`config.mk`:
```
export PLATFORM = sky130hd
export DESIGN_NAME = hazard_unit
export DESIGN_NICKNAME = d
export VERILOG_FILES = /design/src/rtl/hazard_unit.sv
export SDC_FILE = /design/constraint.sdc
export NUM_CORES = 1
export LEC_CHECK = 0
export CAP_MARGIN = 25
export CORE_ASPECT_RATIO = 1.75
export CORE_MARGIN = 10
export CORE_UTILIZATION = 35
export CTS_CLUSTER_SIZE = 20
export DETAILED_ROUTE_END_ITERATION = 16
export GPL_TIMING_DRIVEN = 0
export PLACE_DENSITY_LB_ADDON = 0.05
export SLEW_MARGIN = 10
export SYNTH_ARGS = -nofsm -noshare
export SYNTH_HDL_FRONTEND = slang
export SYNTH_SLANG_ARGS = --single-unit
```
`constraint.sdc`:
```
create_clock -name CLK -period 5 [get_ports CLK]
set_input_delay 0.5 -clock CLK [delete_from_list [all_inputs] [get_ports CLK]]
set_output_delay 0.5 -clock CLK [all_outputs]
set_load 0.005 [all_outputs]
```
`src/rtl/hazard_unit.sv`:
```
// Stall/flush controller for the 5-stage pipeline: load-use bubbles, data-memory waits,
// branch/jump redirects and halt, with saturating stall and flush event counters.
module hazard_unit #(
    parameter int CNT_W = 32
) (
    input  logic             CLK,
    input  logic             nRST,
    input  logic             ihit,
    input  logic             dhit,
    input  logic             idex_dREN,
    input  logic [4:0]       idex_wsel,
    input  logic [4:0]       ifid_rs,
    input  logic [4:0]       ifid_rt,
    input  logic             exm_dREN,
    input  logic             exm_dWEN,
    input  logic             exm_pcsrc,
    input  logic             exm_halt,
    output logic             pc_en,
    output logic             ifid_en,
    output logic             idex_en,
    output logic             exm_en,
    output logic             mwb_en,
    output logic             ifid_flush,
    output logic             idex_flush,
    output logic             exm_flush,
    output logic             mwb_flush,
    output logic             halted,
    output logic [CNT_W-1:0] stall_cnt,
    output logic [CNT_W-1:0] flush_cnt
);

    // state   | meaning
    // RUN     | normal issue, all hazards evaluated
    // LOADUSE | bubble already inserted; load-use check suppressed for one cycle
    // MEMWAIT | data access outstanding, front of pipe frozen until dhit
    // HALT    | core stopped, sticky until reset
    localparam logic [1:0] RUN     = 2'd0;
    localparam logic [1:0] LOADUSE = 2'd1;
    localparam logic [1:0] MEMWAIT = 2'd2;
    localparam logic [1:0] HALT    = 2'd3;

    logic [1:0] state;
    logic [1:0] next_state;
    logic       mem_busy;
    logic       lu_hazard;
    logic       redirect;

    assign mem_busy  = (exm_dREN | exm_dWEN) & ~dhit;
    assign lu_hazard = idex_dREN & (idex_wsel != 5'd0) &
                       ((idex_wsel == ifid_rs) | (idex_wsel == ifid_rt));

    always_comb begin
        pc_en      = 1'b0;
        ifid_en    = 1'b0;
        idex_en    = 1'b0;
        exm_en     = 1'b0;
        mwb_en     = 1'b0;
        ifid_flush = 1'b0;
        idex_flush = 1'b0;
        exm_flush  = 1'b0;
        mwb_flush  = 1'b0;
        redirect   = 1'b0;
        next_state = state;
        if (nRST && state != HALT) begin
            if ((state == MEMWAIT && !dhit) || (state != MEMWAIT && !exm_halt && mem_busy)) begin
                // WB latch takes a nop so the stalled MEM instruction is not written back twice
                mwb_en     = 1'b1;
                mwb_flush  = 1'b1;
                next_state = MEMWAIT;
            end else if (exm_halt) begin
                mwb_en     = 1'b1;
                next_state = HALT;
            end else if (exm_pcsrc) begin
                pc_en      = 1'b1;
                ifid_en    = 1'b1;
                idex_en    = 1'b1;
                exm_en     = 1'b1;
                mwb_en     = 1'b1;
                ifid_flush = 1'b1;
                idex_flush = 1'b1;
                exm_flush  = 1'b1;
                redirect   = 1'b1;
                next_state = RUN;
            end else if (lu_hazard && state == RUN) begin
                idex_en    = 1'b1;
                exm_en     = 1'b1;
                mwb_en     = 1'b1;
                idex_flush = 1'b1;
                next_state = LOADUSE;
            end else begin
                pc_en      = ihit;
                ifid_en    = 1'b1;
                idex_en    = 1'b1;
                exm_en     = 1'b1;
                mwb_en     = 1'b1;
                ifid_flush = ~ihit;
                next_state = RUN;
            end
        end
    end

    always_ff @(posedge CLK or negedge nRST) begin
        if (!nRST) begin
            state     <= RUN;
            halted    <= 1'b0;
            stall_cnt <= '0;
            flush_cnt <= '0;
        end else begin
            state <= next_state;
            if (next_state == HALT) begin
                halted <= 1'b1;
            end
            if (state != HALT && !pc_en && stall_cnt != '1) begin
                stall_cnt <= stall_cnt + CNT_W'(1);
            end
            if (redirect && flush_cnt != '1) begin
                flush_cnt <= flush_cnt + CNT_W'(1);
            end
        end
    end

endmodule

```
==> results of run 1 <==
[per-stage QoR]
| step | total power, mW | std cells | hold slack (ns) | TNS (ns) | util (%) |
|---|---|---|---|---|---|
| after global placement | 0.982 | 566 | 0.472 | -9.75 | 47.0 |
| final | 1.63 | 583 | 0.0915 | 0 | 50.4 |
| after floorplan | 0.794 | 344 | 0.204 | 0 | - |
| after global routing | 1.72 | 583 | 0.111 | 0 | 50.4 |
| after detailed placement | 0.989 | 567 | 0.452 | 0 | 47.2 |
| after CTS | 1.66 | 583 | 0.0953 | 0 | 50.4 |
[placed cells by master, fill, tap and decap left out, types with 2 or more instances in the layout]
cell type / n
sky130_fd_sc_hd__a21oi_1: 2
sky130_fd_sc_hd__and2_1: 4
sky130_fd_sc_hd__and3_1: 17
sky130_fd_sc_hd__and4_1: 14
sky130_fd_sc_hd__buf_1: 2
sky130_fd_sc_hd__buf_2: 2
sky130_fd_sc_hd__buf_4: 3
sky130_fd_sc_hd__clkbuf_1: 4
sky130_fd_sc_hd__clkbuf_16: 9
sky130_fd_sc_hd__clkbuf_8: 3
sky130_fd_sc_hd__clkdlybuf4s50_1: 96
sky130_fd_sc_hd__clkinv_2: 2
sky130_fd_sc_hd__dfrtp_1: 67
sky130_fd_sc_hd__ha_1: 2
sky130_fd_sc_hd__inv_1: 10
sky130_fd_sc_hd__nand2_1: 24
sky130_fd_sc_hd__nand2b_1: 2
sky130_fd_sc_hd__nand3_1: 27
sky130_fd_sc_hd__nand4_1: 20
sky130_fd_sc_hd__nand4b_1: 2
sky130_fd_sc_hd__nor2_1: 32
sky130_fd_sc_hd__nor3_1: 6
sky130_fd_sc_hd__nor3b_1: 2
sky130_fd_sc_hd__nor4b_1: 5
sky130_fd_sc_hd__o21ai_0: 3
sky130_fd_sc_hd__xnor2_1: 40
sky130_fd_sc_hd__xor2_1: 32
[cell families (layout without fill, tap and decap cells)]
group                      Yosys count  count (layout)  share of synthesized area (%)
and+or+nand+nor                    166             166                           27.1
buffers and inverters               20             134                           2.43
DFF                                 67              67                           47.9
xor gates and xnor gates            72              72                           18.0
AOI/OAI and AO/OA                   15              15                           3.22
muxes                                2               2                          0.643
adders and majority gates            2               2                          0.715
[worst min-delay path by stage]
stage,startpoint,endpoint,slack (ns),cells after the start
after floorplan,nRST,flush_cnt[0],0.20,0
after global placement,halted,halted,0.47,2
after detailed placement,nRST,stall_cnt[7],0.45,1
after CTS,nRST,stall_cnt[7],0.1,1
after global routing,nRST,flush_cnt[5],0.11,1
final,nRST,flush_cnt[5],0.09,1
[report_power, final]
group          internal, mW  leakage, nW  total, mW  switching, mW
Combinational         0.180         1.09      0.307          0.127
Sequential            0.595        0.862      0.666         0.0712
Clock                 0.425        0.155      0.660          0.235
Total                  1.20         2.11       1.63          0.434
[area by class of cell]
cell class                      instances  area (sq um)  share of cell area, %
Clock buffer                           12           267                   5.37
Buffer                                 10          47.5                  0.957
Tap cell                              125           156                   3.15
Multi-Input combinational cell        257          1740                   35.0
Clock inverter                          4          47.5                  0.957
Timing Repair Buffer                   98           996                   20.1
Inverter                               10          37.5                  0.756
Sequential cell                        67          1680                   33.8
[sequential cells by signal, summed over array words and instances, names as in the netlist]
signal	cells
state	2
stall_cnt	32
halted	1
flush_cnt	32
[worst register-to-register path, cell delays in order (launching register included)]
cell and delay, ns:
sky130_fd_sc_hd__dfrtp_1 0.42, sky130_fd_sc_hd__ha_1 0.19, sky130_fd_sc_hd__nand3_1 0.17, sky130_fd_sc_hd__or4_4 0.61
sky130_fd_sc_hd__nor3_1 0.25, sky130_fd_sc_hd__or2_2 0.18, sky130_fd_sc_hd__buf_4 0.17, sky130_fd_sc_hd__mux2_1 0.33
[metal layers]
layer | GRT usage [%] | up-vias
met3 | 5.18 | 11
met4 | 6.21 | 0
met2 | 26.2 | 60
li1 | - | 1419
met1 | 14.0 | 1416
met5 | 0 | -
==> results_tabular.tex, run 1 <==
\begin{tabular}{lr}
\hline
Metric & Value \\
\hline
\multicolumn{2}{l}{\textbf{Status}} \\
Outcome & complete, no violations \\
\multicolumn{2}{l}{\textbf{Placement}} \\
Buffers on Ports & 97 \\
Instance area after placement & around 4700 sq um \\
Placer's final routability congestion estimate & 0.816 \\
Post-detail-place hpwl & between 7 and 8 mm \\
Post-placement worst setup slack & 1.39 ns \\
\multicolumn{2}{l}{\textbf{Final layout}} \\
Fill cell count & between 900 and 1,000 \\
Share of cells above drive strength 1 & 6.99\% \\
Antenna cells & 0 \\
Area added between synthesis and finish & 41.9\% \\
Post-layout instance area & 4970 sq um \\
Final-stage net count & 479 \\
\multicolumn{2}{l}{\textbf{STA}} \\
Least-Margin Pin Slew & between 0.5 and 0.6 ns \\
Tightest slew margin relative to the limit & just under 60\% \\
Setup violations, final & 0 \\
RSZ-0062 raised after global routing & false \\
Post-route setup slack & 1.44 ns \\
Final hold vios & 0 \\
Max Clk Rate & about 0.28 GHz \\
Final critical-path required period & 3.56 ns \\
Final max-slew violation count & 0 \\
Clock Skews & 0.00474 ns \\
Portion of the clock cycle consumed by the worst path in the final layout & 71.2\% \\
\multicolumn{2}{l}{\textbf{Critical path}} \\
Data arrival time of the critical path & 3.06 ns \\
Worst path depth & 10 \\
Startpoint type of the worst setup path & input pin \\
Required time at the worst-slack endpoint & 4.50 ns \\
Critical Path Most Common Cell & sky130\_fd\_sc\_hd\_\_inv\_1 \\
CP startpoint & nRST \\
Number of cells on the worst reg-to-reg path & 7 \\
Crit path cell chain & buf\_4 > buf\_16 > a21bo\_2 > nor2\_1 > nand2\_1 > inv\_1 > o221ai\_2 > clkbuf\_1 > inv\_1 > clkdlybuf4s50\_1 \\
Critical setup path kind & input pin to output port \\
Sort of element at the end of the critical path & output port \\
Worst setup endpoint & pc\_en \\
Critical path's top delay family & buffers and inverters \\
Buf+Inv Stages, Crit Path & 6 \\
Terminus of the critical flop-to-flop path & flush\_cnt[1] \\
Reg2reg setup slack & 2.58 ns \\
Worst reg2reg startpoint & flush\_cnt[0] \\
Worst-path fanout max & 45 \\
Library cell contributing the largest single delay on the critical path & sky130\_fd\_sc\_hd\_\_clkdlybuf4s50\_1 \\
Max stage delay on crit path & 0.50 ns \\
\multicolumn{2}{l}{\textbf{Floorplanning}} \\
Ports & 98 \\
Area enclosed by the die boundary & 14,600 sq um \\
Placeable core area & between 9000 and 10,000 sq um \\
Initial Util & 35.5\% \\
Die span in y & between 150 and 200 um \\
Std-Cell Rows & 48 \\
Die span in x & between 90 and 100 um \\
\multicolumn{2}{l}{\textbf{Detailed routing}} \\
Number of vias per cell & 4.98 \\
DR iter-0 viols & 56 \\
Via count & 2,906 \\
DR WL met2 & 5.62 mm \\
Top metal layer carrying routed signals & met4 \\
Remaining antenna violation count after routing & 0 \\
Avg WL per Cell & 17.3 um \\
Total wire length after detailed routing & 10.1 mm \\
Iteration count of the initial detailed-routing pass & 5 \\
Total routed wire length on the met1 layer & 3.59 mm \\
Routed wl met3 & 702 um \\
Detailed-route DRC error count & 0 \\
\multicolumn{2}{l}{\textbf{Global route}} \\
Global-route wire length before repair & 16.4 mm \\
Initial antenna violation count & 0 \\
Global-route congestion overflow total & 0 \\
Via count of the first global-routing pass & between 3,000 and 4,000 \\
Maximum number of pins on one net before global-route repair & 46 \\
All-layer global routing usage & between 10 and 15\% \\
\multicolumn{2}{l}{\textbf{Yosys}} \\
Mapped Cells & approximately 340 \\
Number of storage elements in the synthesis netlist & 67 \\
Dominant cell by count in the synthesized netlist & sky130\_fd\_sc\_hd\_\_dfrtp\_1 \\
EDFF count, synth & 0 \\
Most used flip-flop cell after synthesis & sky130\_fd\_sc\_hd\_\_dfrtp\_1 \\
Unique cell type count in the Yosys netlist & 46 \\
Dominant cell type by area after synthesis & sky130\_fd\_sc\_hd\_\_dfrtp\_1 \\
Top cells by instance count after synthesis & sky130\_fd\_sc\_hd\_\_dfrtp\_1, sky130\_fd\_sc\_hd\_\_xnor2\_1, sky130\_fd\_sc\_hd\_\_nor2\_1, sky130\_fd\_sc\_hd\_\_xor2\_1, sky130\_fd\_sc\_hd\_\_nand3\_1 \\
Syn Std Cell Area & 3500 sq um \\
Synthesized Nets & 370 \\
Post-synthesis area per instance & 10.2 sq um \\
Area share of the largest cell type after synthesis & 47.9\% \\
Synth warnings & 0 \\
Fraction of synthesis flops using an asynchronous set or reset pin & 100\% \\
Leading post-synthesis cells by cell area & sky130\_fd\_sc\_hd\_\_dfrtp\_1, sky130\_fd\_sc\_hd\_\_xnor2\_1, sky130\_fd\_sc\_hd\_\_xor2\_1 \\
Share of the yosys chip area belonging to registers & 47.9\% \\
\multicolumn{2}{l}{\textbf{Clocking}} \\
Post-cts resize count & 0 \\
Clock insertion delay at the later pin of the skew report & 0.33 ns \\
TritonCTS clock tree & done \\
Number of H-tree levels & 3 \\
Root Buffer & sky130\_fd\_sc\_hd\_\_clkbuf\_16 \\
Number of CTS-inserted buffers & 9 \\
Clock Tree Buf Depth & 2 \\
CTS hold repair buffers & 0 \\
Clock-pin slew on the worst setup and hold paths & 0.06 ns \\
Number of clock sinks seen by CTS & between 60 and 70 \\
Total setup buffers inserted after CTS & 0 \\
\multicolumn{2}{l}{\textbf{Power}} \\
P per Cell Area & between 300 and 400 nW/um\^{}2 \\
Largest voltage drop on the vdd net & 0.247 mV \\
Leakage power & 2.11 nW \\
\multicolumn{2}{l}{\textbf{Hold path}} \\
Classification of the worst-slack hold path & input pin to asynchronous set/reset pin \\
\multicolumn{2}{l}{\textbf{Job}} \\
Total of max-cap violations & 0 \\
\hline
\end{tabular}
Power figures use the tool's default switching activity.
==> inputs of run 2 (changes only) <==
clock period = 3.6 ns   (was 5 ns; I/O delays follow)
==> results_tabular.tex, run 2 (synthesized netlist as in run 1, its figures left out) <==
\begin{tabular}{lr}
\hline
Metric & Value \\
\hline
\multicolumn{2}{l}{\textbf{Global route}} \\
All-layer global routing usage & 14.5\% (+0.069 points) \\
Maximum number of pins on one net before global-route repair & 46 (unchanged) \\
Initial antenna violation count & 0 (unchanged) \\
Via count of the first global-routing pass & 3,170 (+0.54\%) \\
Global-route congestion overflow total & 0 (unchanged) \\
Global-route wire length before repair & 16.5 mm (+0.63\%) \\
\multicolumn{2}{l}{\textbf{Critical path}} \\
Critical setup path kind & input pin to output port \\
Critical path's top delay family & buffers and inverters \\
Required time at the worst-slack endpoint & 3.24 ns (-1.26 ns) \\
Worst-path fanout max & 45 (unchanged) \\
Library cell contributing the largest single delay on the critical path & sky130\_fd\_sc\_hd\_\_dlygate4sd3\_1 \\
Crit path cell chain & dlygate4sd3\_1 > buf\_4 > buf\_16 > a21bo\_2 > nor2\_1 > nand2\_1 > inv\_1 > o221ai\_4 > inv\_1 > clkdlybuf4s50\_1 \\
Sort of element at the end of the critical path & output port \\
Buf+Inv Stages, Crit Path & 6 (unchanged) \\
Startpoint type of the worst setup path & input pin \\
Data arrival time of the critical path & 3.00 ns (-0.06 ns) \\
Max stage delay on crit path & 0.53 ns (+0.03 ns) \\
Critical Path Most Common Cell & sky130\_fd\_sc\_hd\_\_inv\_1 \\
\multicolumn{2}{l}{\textbf{STA}} \\
Clock Skews & 0.00477 ns (+0.0000336 ns) \\
Tightest slew margin relative to the limit & 59.7\% (unchanged) \\
RSZ-0062 raised after global routing & false \\
Setup violations, final & 0 (unchanged) \\
Final max-slew violation count & 0 (unchanged) \\
Final hold vios & 0 (unchanged) \\
Portion of the clock cycle consumed by the worst path in the final layout & 93.3\% \\
Final critical-path required period & 3.36 ns \\
Least-Margin Pin Slew & 0.597 ns (unchanged) \\
Max Clk Rate & about 0.30 GHz \\
\multicolumn{2}{l}{\textbf{Detailed routing}} \\
DR iter-0 viols & 60 (+7.1\%) \\
Total wire length after detailed routing & 10.1 mm (+0.17\%) \\
Via count & 2,914 (+0.28\%) \\
Avg WL per Cell & 17.3 um (-0.17\%) \\
Detailed-route DRC error count & 0 (unchanged) \\
Number of vias per cell & 4.98 (about the same) \\
Remaining antenna violation count after routing & 0 (unchanged) \\
Iteration count of the initial detailed-routing pass & 4 (-1) \\
\multicolumn{2}{l}{\textbf{Floorplanning}} \\
Ports & 98 (unchanged) \\
Die span in y & 152 um (unchanged) \\
Std-Cell Rows & 48 (unchanged) \\
Initial Util & 35.5\% (unchanged) \\
Die span in x & 95.6 um (unchanged) \\
Area enclosed by the die boundary & 14,600 sq um (unchanged) \\
Placeable core area & 9850 sq um (unchanged) \\
\multicolumn{2}{l}{\textbf{Final layout}} \\
Commonest non-fill, non-tap cells in the layout & sky130\_fd\_sc\_hd\_\_clkdlybuf4s50\_1, sky130\_fd\_sc\_hd\_\_dfrtp\_1, sky130\_fd\_sc\_hd\_\_xnor2\_1 \\
Post-layout instance area & 5010 sq um (+0.96\%) \\
Share of cells above drive strength 1 & 7.17\% (+0.19 points) \\
Most common library cell in the layout ignoring fill and taps & sky130\_fd\_sc\_hd\_\_clkdlybuf4s50\_1 \\
Final standard cell utilization of the core & 50.9\% (+0.48 points) \\
Antenna cells & 0 (unchanged) \\
Top flop regs & flush\_cnt (32), stall\_cnt (32), state (2) \\
Area added between synthesis and finish & 43.2\% \\
Final-stage net count & 481 (+0.42\%) \\
\multicolumn{2}{l}{\textbf{Clocking}} \\
Number of CTS-inserted buffers & 9 (unchanged) \\
Clock Tree Buf Depth & 2 (unchanged) \\
Clock-pin slew on the worst setup and hold paths & 0.05 ns (about the same) \\
Number of clock sinks seen by CTS & 67 (unchanged) \\
Total setup buffers inserted after CTS & 0 (unchanged) \\
Clock insertion delay at the later pin of the skew report & 0.33 ns (about the same) \\
Number of H-tree levels & 3 (unchanged) \\
TritonCTS clock tree & done \\
Root Buffer & sky130\_fd\_sc\_hd\_\_clkbuf\_16 \\
\multicolumn{2}{l}{\textbf{Placement}} \\
Placer's final routability congestion estimate & 0.816 (unchanged) \\
Post-detail-place hpwl & 7.87 mm (unchanged) \\
Buffers on Ports & 97 (unchanged) \\
Instance area after placement & 4650 sq um (unchanged) \\
\multicolumn{2}{l}{\textbf{Power}} \\
Share of power burned in the clock network & 40.4\% (about the same) \\
Reported net switching power & 0.604 mW (+39\%) \\
P per Cell Area & 454 nW/um\^{}2 (+38\%) \\
Sw Share & 26.6\% (about the same) \\
Logic pwr share & 19.0\% (+0.2 points) \\
Largest voltage drop on the vdd net & 0.342 mV (+39\%) \\
Sequential group share of total power & 40.6\% (-0.2 points) \\
Leakage power & 2.12 nW (+0.83\%) \\
Internal power of the cells & 1.67 mW (+39\%) \\
\multicolumn{2}{l}{\textbf{Status}} \\
Outcome & complete, no violations \\
\multicolumn{2}{l}{\textbf{Hold path}} \\
Classification of the worst-slack hold path & register to register \\
\multicolumn{2}{l}{\textbf{Job}} \\
Total of max-cap violations & 0 (unchanged) \\
\hline
\end{tabular}
-- run 2: changes by cell type in the layout (fill, tap and decap cells not counted) --
cell and change:
sky130_fd_sc_hd__o221ai_4 +1, sky130_fd_sc_hd__buf_12 +1, sky130_fd_sc_hd__o221ai_2 -1, sky130_fd_sc_hd__dlygate4sd3_1 +2, sky130_fd_sc_hd__clkbuf_1 -1
-- run 2: final timing paths --
path | from | end | slack, ns | cells past startpoint
hold reg to reg | halted | halted | 0.48 | 2
max in group asynchronous | nRST | flush_cnt[14] | 2.29 | 4
hold / removal | halted | halted | 0.48 | 2
min in group asynchronous | nRST | stall_cnt[1] | 0.55 | 3
setup reg to reg | flush_cnt[0] | flush_cnt[1] | 1.18 | 7
setup / recovery | nRST | pc_en | 0.24 | 10
-- run 2: power groups by stage --
stage	Sequential (mW)	Combinational [mW]	Clock, mW
5_1_grt	0.941	0.478	0.978
2_1_floorplan	0.924	0.179	0
3_3_place_gp	0.936	0.427	0
4_1_cts	0.927	0.441	0.943
6_report	0.924	0.432	0.918
3_5_place_dp	0.939	0.434	0
-- run 2: through the flow --
stage                     setup TNS [ns]  setup WS, ns  total power, mW  cells  hold WS, ns
after floorplan                        0          1.37             1.10    344       0.0644
after global placement           -123.71         -2.05             1.36    566        0.472
after detailed placement               0         0.273             1.37    567        0.312
after CTS                              0        0.0228             2.31    586        0.486
after global routing                   0        0.0577             2.40    585        0.501
final                                  0         0.240             2.27    585        0.478
-- run 2: layout make-up --
class | count | area [sq um]
Sequential cell | 67 | 1680
Tap cell | 125 | 156
Multi-Input combinational cell | 257 | 1750
Inverter | 10 | 37.5
Clock buffer | 12 | 267
Clock inverter | 4 | 47.5
Fill cell | 963 | 4830
Timing Repair Buffer | 101 | 1040
Buffer | 9 | 43.8
-- run 2: layer usage --
metal / global-route usage, % / part of all wire, %
met1: 14.1 / 36
met2: 26.3 / 56
met4: 6.21 / 1.8
met3: 5.18 / 7.1
met5: 0 / 0
-- run 2: worst reg2reg max path, stage by stage, from the launching register on --
cell                      delay (ns)
sky130_fd_sc_hd__dfrtp_1        0.42
sky130_fd_sc_hd__ha_1           0.19
sky130_fd_sc_hd__nand3_1        0.17
sky130_fd_sc_hd__or4_4          0.61
sky130_fd_sc_hd__nor3_1         0.25
sky130_fd_sc_hd__or2_2          0.18
sky130_fd_sc_hd__buf_4          0.17
sky130_fd_sc_hd__mux2_1         0.33
-- run 2: repair_timing --
action	in CTS	in global routing
hold buffers	3	0
gates resized for setup	0	1
endpoints found under the setup margin	0	1
hold endpoints to repair	25	0
==> inputs of run 3 (changes only) <==
SKIP_LAST_GASP = 1   (was not set)
==> results of run 3 <==
Final layout, timing and power as in run 2 (identical DEF).
